### config.mk
export PLATFORM = sky130hd
export DESIGN_NAME = led_pattern_arbiter
export DESIGN_NICKNAME = d
export VERILOG_FILES = /design/src/rtl/led_pattern_arbiter_pkg.sv /design/src/rtl/led_tick_gen.sv /design/src/rtl/led_pattern_arbiter.sv
export SDC_FILE = /design/constraint.sdc
export NUM_CORES = 1
export LEC_CHECK = 0
export CORE_MARGIN = 2
export CORE_UTILIZATION = 45
export CTS_CLUSTER_SIZE = 8
export DETAILED_ROUTE_END_ITERATION = 8
export GPL_TIMING_DRIVEN = 0
export HOLD_SLACK_MARGIN = 0.06
export PLACE_DENSITY = 0.67
export REMOVE_ABC_BUFFERS = 1
export SYNTH_ARGS = -nofsm -noshare
export SYNTH_HDL_FRONTEND = slang
export SYNTH_SLANG_ARGS = --single-unit
### constraint.sdc
create_clock -name clk -period 2.7 [get_ports clk]
set_input_delay 0.54 -clock clk [delete_from_list [all_inputs] [get_ports clk]]
set_output_delay 0.54 -clock clk [all_outputs]
set_load 0.02 [all_outputs]
### src/rtl/led_pattern_arbiter_pkg.sv
// Shared constants for the status-LED arbiter: pattern codes, phase bit taps, FSM states.
// Latency: n/a (definitions only).
// Backpressure: n/a.
package led_pattern_arbiter_pkg;

    // Pattern codes carried on pat[2i+1:2i]
    localparam logic [1:0] PAT_OFF   = 2'b00;
    localparam logic [1:0] PAT_SOLID = 2'b01;
    localparam logic [1:0] PAT_SLOW  = 2'b10;
    localparam logic [1:0] PAT_FAST  = 2'b11;

    // Phase counter geometry and blink taps
    localparam int PHASE_W  = 9;
    localparam int SLOW_BIT = 8;   // 512-tick period
    localparam int FAST_BIT = 6;   // 128-tick period

    typedef enum logic {
        ST_IDLE = 1'b0,
        ST_OWN  = 1'b1
    } arb_state_t;

endpackage

### src/rtl/led_tick_gen.sv
// Millisecond prescaler with registered tick pulse and free-running 9-bit blink phase counter.
// Latency: first tick TICK_DIV cycles after reset release, then one pulse every TICK_DIV cycles.
// Backpressure: none; free-running.
//   clk, rst_n : clock and synchronous active-low reset
//   tick       : one-cycle pulse every TICK_DIV clocks
//   phase      : tick count modulo 512
module led_tick_gen
    import led_pattern_arbiter_pkg::*;
#(
    parameter int TICK_DIV = 125000
) (
    input  logic               clk,
    input  logic               rst_n,
    output logic               tick,
    output logic [PHASE_W-1:0] phase
);

    localparam int               PW   = $clog2(TICK_DIV);
    localparam logic [PW-1:0]    LAST = PW'(TICK_DIV - 1);

    logic [PW-1:0] presc;

    always_ff @(posedge clk) begin
        if (!rst_n) begin
            presc <= '0;
            tick  <= 1'b0;
            phase <= '0;
        end else begin
            if (presc == LAST) begin
                presc <= '0;
                tick  <= 1'b1;
            end else begin
                presc <= presc + PW'(1);
                tick  <= 1'b0;
            end
            // Phase advances on the registered pulse, so it lags tick by one cycle
            if (tick) begin
                phase <= phase + PHASE_W'(1);
            end
        end
    end

endmodule

### src/rtl/led_pattern_arbiter.sv
// Fixed-priority arbiter (index 0 highest) with minimum hold time sharing one status LED.
// Latency: req -> grant 1 cycle; grant/pat -> led 1 further cycle.
// Backpressure: none; a requester simply waits at its req level until granted.
//   clk, rst_n : clock and synchronous active-low reset
//   req, pat   : per-source request level and 2-bit pattern code
//   grant      : registered one-hot owner (zero when idle)
//   led, tick  : registered LED drive and exported tick pulse
module led_pattern_arbiter
    import led_pattern_arbiter_pkg::*;
#(
    parameter int TICK_DIV   = 125000,
    parameter int NREQ       = 4,
    parameter int HOLD_TICKS = 250
) (
    input  logic              clk,
    input  logic              rst_n,
    input  logic [NREQ-1:0]   req,
    input  logic [2*NREQ-1:0] pat,
    output logic [NREQ-1:0]   grant,
    output logic              led,
    output logic              tick
);

    localparam int            IW       = (NREQ > 1) ? $clog2(NREQ) : 1;
    localparam int            HW       = $clog2(HOLD_TICKS + 1);
    localparam logic [HW-1:0] HOLD_MAX = HW'(HOLD_TICKS);

    logic [PHASE_W-1:0] phase;

    led_tick_gen #(
        .TICK_DIV (TICK_DIV)
    ) u_tick_gen (
        .clk   (clk),
        .rst_n (rst_n),
        .tick  (tick),
        .phase (phase)
    );

    arb_state_t    state;
    logic [IW-1:0] owner;
    logic [HW-1:0] hold;

    // Candidate selection: lowest set index among all / non-owner / higher-priority requesters
    logic          any_vld, oth_vld, hi_vld;
    logic [IW-1:0] any_idx, oth_idx, hi_idx;
    logic [1:0]    owner_pat;
    logic          pat_led;

    always_comb begin
        any_vld = 1'b0;
        oth_vld = 1'b0;
        hi_vld  = 1'b0;
        any_idx = '0;
        oth_idx = '0;
        hi_idx  = '0;
        // Scan downward so the last hit is the lowest index
        for (int i = NREQ - 1; i >= 0; i--) begin
            if (req[i]) begin
                any_vld = 1'b1;
                any_idx = IW'(i);
                if (i != int'(owner)) begin
                    oth_vld = 1'b1;
                    oth_idx = IW'(i);
                end
                if (i < int'(owner)) begin
                    hi_vld = 1'b1;
                    hi_idx = IW'(i);
                end
            end
        end
    end

    always_comb begin
        owner_pat = pat[{owner, 1'b0} +: 2];
        pat_led   = 1'b0;
        case (owner_pat)
            PAT_OFF:   pat_led = 1'b0;
            PAT_SOLID: pat_led = 1'b1;
            PAT_SLOW:  pat_led = phase[SLOW_BIT];
            PAT_FAST:  pat_led = phase[FAST_BIT];
            default:   pat_led = 1'b0;
        endcase
    end

    always_ff @(posedge clk) begin
        if (!rst_n) begin
            state <= ST_IDLE;
            owner <= '0;
            hold  <= '0;
            grant <= '0;
            led   <= 1'b0;
        end else begin
            // LED follows the grant already registered, hence the extra cycle
            led <= (state == ST_OWN) ? pat_led : 1'b0;

            case (state)
                ST_IDLE: begin
                    if (any_vld) begin
                        state <= ST_OWN;
                        owner <= any_idx;
                        grant <= NREQ'(1) << any_idx;
                        hold  <= '0;
                    end
                end
                ST_OWN: begin
                    // Release wins over preemption when both happen together
                    if (!req[owner]) begin
                        hold <= '0;
                        if (oth_vld) begin
                            owner <= oth_idx;
                            grant <= NREQ'(1) << oth_idx;
                        end else begin
                            state <= ST_IDLE;
                            owner <= '0;
                            grant <= '0;
                        end
                    end else if (hi_vld && hold == HOLD_MAX) begin
                        owner <= hi_idx;
                        grant <= NREQ'(1) << hi_idx;
                        hold  <= '0;
                    end else if (tick && hold != HOLD_MAX) begin
                        hold <= hold + HW'(1);
                    end
                end
                default: begin
                    state <= ST_IDLE;
                    grant <= '0;
                end
            endcase
        end
    end

endmodule

### Word level (Yosys, flattened, before mapping)

Index checks and enable logic that the tools add are counted.

* flip-flop bits (word level): 43
* output and inout bits: 6
* memory bits (read-only): 0
* bits of input ports: 14
* memory bits (writable): 0
* memories kept: 0
* latch bits: 0
* word-level logic and storage cells: 100

* magnitude comparators: 4
* shift operators: 4
* equality and inequality tests: 12
* $mul: 0
* reduce and logical (&&, ||, !) cells: 8
* multiplexer cells: 59
* div/mod/pow operators: 0
* bitwise gates (word level): 2
* $add $sub $neg: 3

Operator list (number)
* 2-bit two-way mux: 22
* 8-bit two-way mux: 4
* 1-bit two-way mux: 23
* 17-bit by 1-bit adder with 17-bit output, second input constant: 1
* 17-bit equality test, second input constant: 1
* 4-bit two-way mux: 4
* 8-bit one-hot mux with 2 select lines: 1
* 1-bit by 2-bit left shift with 4-bit output, first input constant: 3
* 9-bit by 1-bit adder with 9-bit output, second input constant: 1
* 8-bit by 1-bit adder with 8-bit output, second input constant: 1
* 8-bit equality test, second input constant: 1
* 8-bit inequality test, second input constant: 1
* 4-bit one-hot mux with 2 select lines: 1
* 8-bit by 4-bit variable part select with 2-bit output: 1
* 2-bit AND reduction: 3
* 2-bit equality test, second input constant: 2
* 1-bit by 2-bit less-than comparator with 1-bit output, first input constant: 2
* 2-bit inequality test, first input constant: 2
* 4-bit by 2-bit inequality test with 1-bit output, second input constant: 1
* 1-bit one-hot mux with 4 select lines: 1
* 2-bit one-hot mux with 2 select lines: 1
* 2-bit by 3-bit less-than comparator with 1-bit output, second input constant: 1
* 3-bit by 2-bit inequality test with 1-bit output, second input constant: 1
* 1-bit binary-select mux with 2-bit select: 1
* other kinds (10): 12

### Longest topological paths before layout

* depth in word-level cells: 13
* depth in mapped cells: 7
* mapped depth without buffers: 7

### Hierarchy

A second synthesis with hierarchy kept.

* cell total of the unflattened synthesis: 260
* area, all modules: 2317.2 um2

By module, submodules not included
* led_tick_gen: sequential area each 540.5 um2, area an instance 1222.4 um2, times used 1, cells each 131
* led_pattern_arbiter: sequential area each 320.3 um2, area an instance 1094.8 um2, times used 1, cells each 129

### Worst setup path before layout

No wires, ideal clock.

* path kind: input to register
* from: input port req[0]
* to: register hold[7]
* path buffers: 1
* slack: 0.656 ns
* arrival: 1.973 ns
* stages on the path: 6
* required time: 2.630 ns
* setup time: 0.070 ns
* path through: buf_2 mux4_2 nand2_4 a211oi_4 or4_1 a21oi_1

* word-level cells in the longest chain between the ends: 5
* elaborated cells between the ends (all ways): 11
* classes of those cells: eq/ne (2); mux (7); reduce/logical (2)

RTL lines
* start: declaration: RTL line led_pattern_arbiter.sv:17 `input logic [NREQ-1:0] req,`
* branches (longest 5 deep; another with 4-bit by 2-bit inequality test with 1-bit output)
* end signal: assignment: RTL line led_pattern_arbiter.sv:122 `hold <= hold + HW'(1);`
* end: declaration: RTL line led_pattern_arbiter.sv:41 `logic [HW-1:0] hold;`

Parallel ways; which one is timed is not known. The select of a mux whose other input is x is not followed.
A chain may end at the register's enable or synchronous reset.

### Worst setup path after layout

* from: input port req[0]
* to: register hold[4]

Same word-level chain as after synthesis.

==> results.toml <==
[outcome]
run_status = "completed"

[power_and_ir_drop]
leakage_nw = 0.9069
power.net_switching_w = 0.0003532
peak_vdd_ir_uv = 290.1
clkPwrFrac = 0.327
power.density_cell_area_nw_per_um2 = 489.2
power.share.combinational = 0.143
post-layout-total-power_w = 0.001277
seqPwrFrac = 0.529
intPower_w = 0.0009237
p_sw_frac = 0.2766

[floorplan]
floorplan.initialDensity = 0.4585
die_w_um = 75.45
rows = 26
pin_count = 20
core_area_um2 = 5010
die-area_um2 = 5693
die_h_um = 75.45

[timing]
finalWorstPathRequiredPeriod_ns = 2.374
worst_pin_slew_ns = 0.6999
max_freq_mhz = 421.2
setup_slack_ns = 0.3258
report.final.setup_viol = 0
fin_worst_skew_ns = 0.004390
timing.max_slew.rel_slack = 0.5319
final-max-slew-violation-count = 0
hold_violations = 0
setup_total_negative_slack_ns = 0
rsz0062_at_grt = "false"
final_period_util = 0.8793

[finish]
multiInputGateArea_um2 = 1353
flow.area_growth_from_synthesis_pct = 13.62
final.fill_count = 503
layout_cell_share_with_drive_strength_beyond_1 = 0.06093
seq_area_um2 = 860.8
final_net_count = 296
n_antenna_cell = 0

[run]
cap_violations = 0

[routing]
detail_route.wl_per_cell_um = 12.54
topRoutingLayerUsed = "met4"
drt-met1-wl_um = 2214
vias_per_cell = 5.430
drt_first_iter_violations = 139
dr_wl_met3_um = 211
vias = 1895
drt.antenna.violating_nets = 0
remaining_drc_errors = 0
detailroute.wirelength.met2_um = 1909
route.final.wire_length_um = 4376
detail_route.first_pass.iterations = 4

[placed_design]
place.port_buffers = 19
dp_slack_ns = 0.002396
gp_routability_congestion = 0.8217
post-dp-hpwl_um = 3136

[critical_path]
crit_path_slowest_cell = "sky130_fd_sc_hd__clkdlybuf4s50_1"
worstPathBufferInverterCount = 1
crit_path_max_delay_family = "compound AO/OA/AOI/OAI gates"
worst-r2r-setup-slack_ns = 0.38
worst-endpoint-required_ns = 2.92
worstPathCellList = "clkdlybuf4s50_1 > or2_2 > a22o_1 > a22oi_1 > nand2_1 > a21oi_1"
critical_path.max_stage_delay_ns = 0.56
cp_max_fo = 10
critPathLaunchType = "input pin"
setup.worst_path.class = "in2reg"
worstPathArrival_ns = 2.60
critPathCaptureType = "flip-flop"

[grt]
grt_pass1_vias = 1656
grt_start_max_net_pins = 25
grt_antenna_before_repair = 0
grt.overflow.total = 0
grt_first_pass_wirelength_um = 7224
grt_util_all_layers = 0.1619

[cts]
clk_transition_reported_paths_ns = 0.08
clock_tree_from_tritoncts = "done"
post-cts-setup-buffers = 0
cts.repair.resized = 0
clock_tree.root_cell = "sky130_fd_sc_hd__clkbuf_8"
ctsLongestPathBuffers = 2
htree_depth = 2
clock-sinks = 43
cts_hold_buffers = 0
worst_skew_pair.late_latency_ns = 0.29
cts_made_buffers = 5

[synthesis]
synth_top_flop_cell = "sky130_fd_sc_hd__dfxtp_1"
synth.ff_latch_count = 43
sequential_fraction_of_the_synthesis_area = 0.3747
synth.yosys.warnings = 0
synth_edf_count = 0
syn_area_per_cell_um2 = 8.702
asyncSetResetFlopFracSynth = 0
mappedNetlistArea_um2 = 2297
syn_inst = 264
synth_cell_type_count = 49

[min_path]
holdCritPathClass = "reg2reg"
-- Yosys cell counts (3+ instances only) --
cell type                   n  share of area
sky130_fd_sc_hd__a31oi_1    5          0.014
sky130_fd_sc_hd__dfxtp_1   43           0.37
sky130_fd_sc_hd__nand2b_1   5          0.014
sky130_fd_sc_hd__xor2_1    10          0.038
sky130_fd_sc_hd__clkbuf_1   6         0.0098
sky130_fd_sc_hd__a22oi_1    3         0.0098
sky130_fd_sc_hd__or4_1      3         0.0098
sky130_fd_sc_hd__nand4_1   10          0.027
sky130_fd_sc_hd__o31ai_1    3         0.0098
sky130_fd_sc_hd__nor3_1     4         0.0087
sky130_fd_sc_hd__nand3_1   11          0.024
sky130_fd_sc_hd__xnor2_1   12          0.046
sky130_fd_sc_hd__nor2b_1    7          0.019
sky130_fd_sc_hd__o21ai_0   16          0.035
sky130_fd_sc_hd__nand2_1   17          0.028
sky130_fd_sc_hd__a21o_1     3         0.0098
sky130_fd_sc_hd__nor2_1    24          0.039
sky130_fd_sc_hd__and2_1    10          0.027
sky130_fd_sc_hd__a21oi_1    8          0.017
sky130_fd_sc_hd__a21boi_0   3         0.0098
sky130_fd_sc_hd__buf_2      3         0.0065
sky130_fd_sc_hd__ha_1       4          0.022
sky130_fd_sc_hd__or3_1      8          0.022
sky130_fd_sc_hd__mux2i_1    3          0.013
sky130_fd_sc_hd__inv_1      7          0.011
sky130_fd_sc_hd__and3_1     5          0.014
-- logic make-up (layout without fill, tap and decap cells) --
| kind of cell | Yosys count | count (layout) | synth area share |
|---|---|---|---|
| DFF | 43 | 43 | 0.3747 |
| muxes | 7 | 7 | 0.05065 |
| AOI/OAI and AO/OA | 52 | 52 | 0.1531 |
| xor gates and xnor gates | 22 | 22 | 0.08388 |
| buffers and inverters | 19 | 34 | 0.03649 |
| and+or+nand+nor | 117 | 117 | 0.2794 |
| adders and majority gates | 4 | 4 | 0.02179 |
-- cells in the final DEF (no fill, tap or decap), types with 5 or more instances in the layout --
cell,n
sky130_fd_sc_hd__a21oi_1,8
sky130_fd_sc_hd__clkdlybuf4s50_1,19
sky130_fd_sc_hd__nand2b_1,5
sky130_fd_sc_hd__and2_1,10
sky130_fd_sc_hd__and3_1,5
sky130_fd_sc_hd__xnor2_1,12
sky130_fd_sc_hd__or3_1,8
sky130_fd_sc_hd__nand2_1,17
sky130_fd_sc_hd__o21ai_0,16
sky130_fd_sc_hd__xor2_1,10
sky130_fd_sc_hd__a31oi_1,5
sky130_fd_sc_hd__nand3_1,11
sky130_fd_sc_hd__nor2b_1,7
sky130_fd_sc_hd__nand4_1,10
sky130_fd_sc_hd__clkbuf_8,5
sky130_fd_sc_hd__nor2_1,24
sky130_fd_sc_hd__dfxtp_1,43
sky130_fd_sc_hd__inv_1,7
-- registers in the layout (all words and copies together) (netlist names) --
register	flops
grant	4
hold	8
led	1
owner	2
state	1
u_tick_gen.phase	9
u_tick_gen.presc	17
u_tick_gen.tick	1
-- metrics by stage --
stage,cells,area (um2),utilization,hold slack (ns)
final,349,2610,0.5210,0.4424
after detailed placement,341,2517,0.5025,0.4300
after global routing,349,2610,0.5210,0.4630
after global placement,341,2517,0.5025,0.4288
after floorplan,252,2240,-,0.4130
after CTS,349,2610,0.5210,0.4425
-- worst register-to-register path, delay by kind of cell, from the launching register on --
| kind | cells | cell delay [ns] |
|---|---|---|
| flops | 1 | 0.75 |
| compound gates | 2 | 0.23 |
| mux | 1 | 0.66 |
| simple gates | 2 | 0.62 |
-- layout make-up --
cell class                      instances  area share
Clock buffer                            5     0.02637
Timing Repair Buffer                   19     0.07287
Multi-Input combinational cell        202      0.5182
Clock inverter                          3    0.009108
Tap cell                               70     0.03356
Inverter                                7     0.01007
Sequential cell                        43      0.3298
-- power groups by stage --
stage	logic [W]	registers, W	clock network [W]
2_1_floorplan	0.000110	0.000692	0
3_5_place_dp	0.000183	0.000690	0
3_3_place_gp	0.000182	0.000690	0
5_1_grt	0.000203	0.000679	0.000458
6_report	0.000183	0.000676	0.000418
4_1_cts	0.000183	0.000675	0.000436
-- final timing paths --
| path | cells past startpoint | from | end |
|---|---|---|---|
| worst max-delay path | 6 | req[0] | hold[4] |
| worst max register to register | 5 | owner[0] | hold[6] |
| worst min register to register | 1 | u_tick_gen.presc[0] | u_tick_gen.presc[0] |
| worst min-delay path | 1 | u_tick_gen.presc[0] | u_tick_gen.presc[0] |
-- layer usage --
layer / vias up / track usage
li1: 978 / -
met1: 877 / 0.2202
met5: - / 0
met4: 0 / 0.04678
met3: 4 / 0.03836
met2: 36 / 0.2570
No activity file was read; power rests on OpenSTA's default activity.
==> RTL edit (same flow settings) <==
Set the parameter `NREQ` to 8 (it was 4).
--- a/src/rtl/led_pattern_arbiter.sv
+++ b/src/rtl/led_pattern_arbiter.sv
@@ -9,7 +9,7 @@
     import led_pattern_arbiter_pkg::*;
 #(
     parameter int TICK_DIV   = 125000,
-    parameter int NREQ       = 4,
+    parameter int NREQ       = 8,
     parameter int HOLD_TICKS = 250
 ) (
     input  logic              clk,
Ports: changed (resized grant, pat and req); port bits go from 20 to 36. The function was not compared with the original's and may differ.
==> RTL edit against the original RTL <==
- setup slack worse by 0.17 ns
- worst hold slack better by 0.030 ns
- design area up 44%
- first-iteration DRC count up 58%
- sequential power up 15%
- synthesized area up 38%
- power up 35%
- routed wire length up 93%
- sequential cell count up 5
- combinational power up 130%
- count of clock-buffer cells in the layout unchanged
==> RTL edit: results <==
group,metric,value,unit
outcome,status,"complete, no violations",
timing,layout_worst_path_cycle_share,0.9418,
final_layout,stdcell_count,522,
grt,first_global_vias,2824,
critical_path,reg2reg_depth,6,
place,portBuffers,35,
final_layout,top_regs,"u_tick_gen.presc x17, u_tick_gen.phase x9",
drt,wl_met2,4.085,mm
place,hpwl,6.096,mm
final_layout,fill_cells,677,
drt,drt-pass1-iter-count,5,
place,gp_congestion,0.8591,
synth,synth_common_cells,"dfxtp_1, nor2_1, a21oi_1, nand2_1, o21ai_0",
timing,max_slew.worst_pin.slew,0.5990,ns
drt,m1WireLength,3.959,mm
grt,grt_pass1_wl,13.91,mm
synth,synthMuxAreaShare,0.06137,
synth,syn_inst,403,
synth,synth_xor_area_frac,0.05783,
place,pre_cts_ws,-0.5927,ns
clock_network,path_clk_slew,0.10,ns
grt,use_met3,0.03299,
drt,viasPerCell,5.927,
place,place_area,0.003538,mm^2
power_and_ir_drop,p_leak,0.001244,uW
==> RTL edit: cell count changes in the layout (fill, tap and decap cells not counted), moves of 8 or more <==
cell,unedited run,this run
nor2_1,24,45
clkdlybuf4s50_1,19,29
o21ai_1,0,8
a21oi_1,8,31
nand2_1,17,29
and2_1,10,1
==> RTL edit: how the worst max path moves through the flow <==
stage | startpoint | endpoint | cells after the start
floorplan | owner[1]$_SDFFE_PN0P_ | hold[0]$_SDFFE_PN0P_ | 6
global placement | req[5] | hold[0]$_SDFFE_PN0P_ | 7
detailed placement | req[5] | hold[0]$_SDFFE_PN0P_ | 7
CTS | owner[0]$_SDFFE_PN0P_ | grant[5]$_SDFFE_PN0P_ | 6
global route | req[6] | hold[6]$_SDFFE_PN0P_ | 7
finish | req[6] | hold[6]$_SDFFE_PN0P_ | 7
==> RTL edit: area by class of cell <==
| class | instances | area share |
|---|---|---|
| flip-flops and latches | 48 | 0.2570 |
| clock inverters | 3 | 0.01233 |
| well taps | 96 | 0.03200 |
| clock buffers | 5 | 0.01833 |
| repair buffers | 37 | 0.1017 |
| inverters | 10 | 0.01000 |
| multi-input cells | 323 | 0.5687 |
==> RTL edit: what timing repair did <==
| action | 4_1_cts | 5_1_grt |
|---|---|---|
| endpoints found under the setup margin | 18 | 19 |
| buffers inserted | 0 | 2 |
| resized for setup | 10 | 11 |
| pin swaps | 1 | 1 |
==> RTL edit: worst max-delay path, stage by stage <==
cell and delay (ns):
clkdlybuf4s50_1 0.59, mux4_2 0.57, nor2_4 0.15, or3_4 0.20
nor3b_4 0.08, or4_1 0.50, a21oi_1 0.15
==> RTL edit: power breakdown <==
group / switching, uW / internal [uW]
clock: 256 / 279
combinational: 228 / 187
sequential: 49.7 / 730
total: 534 / 1200
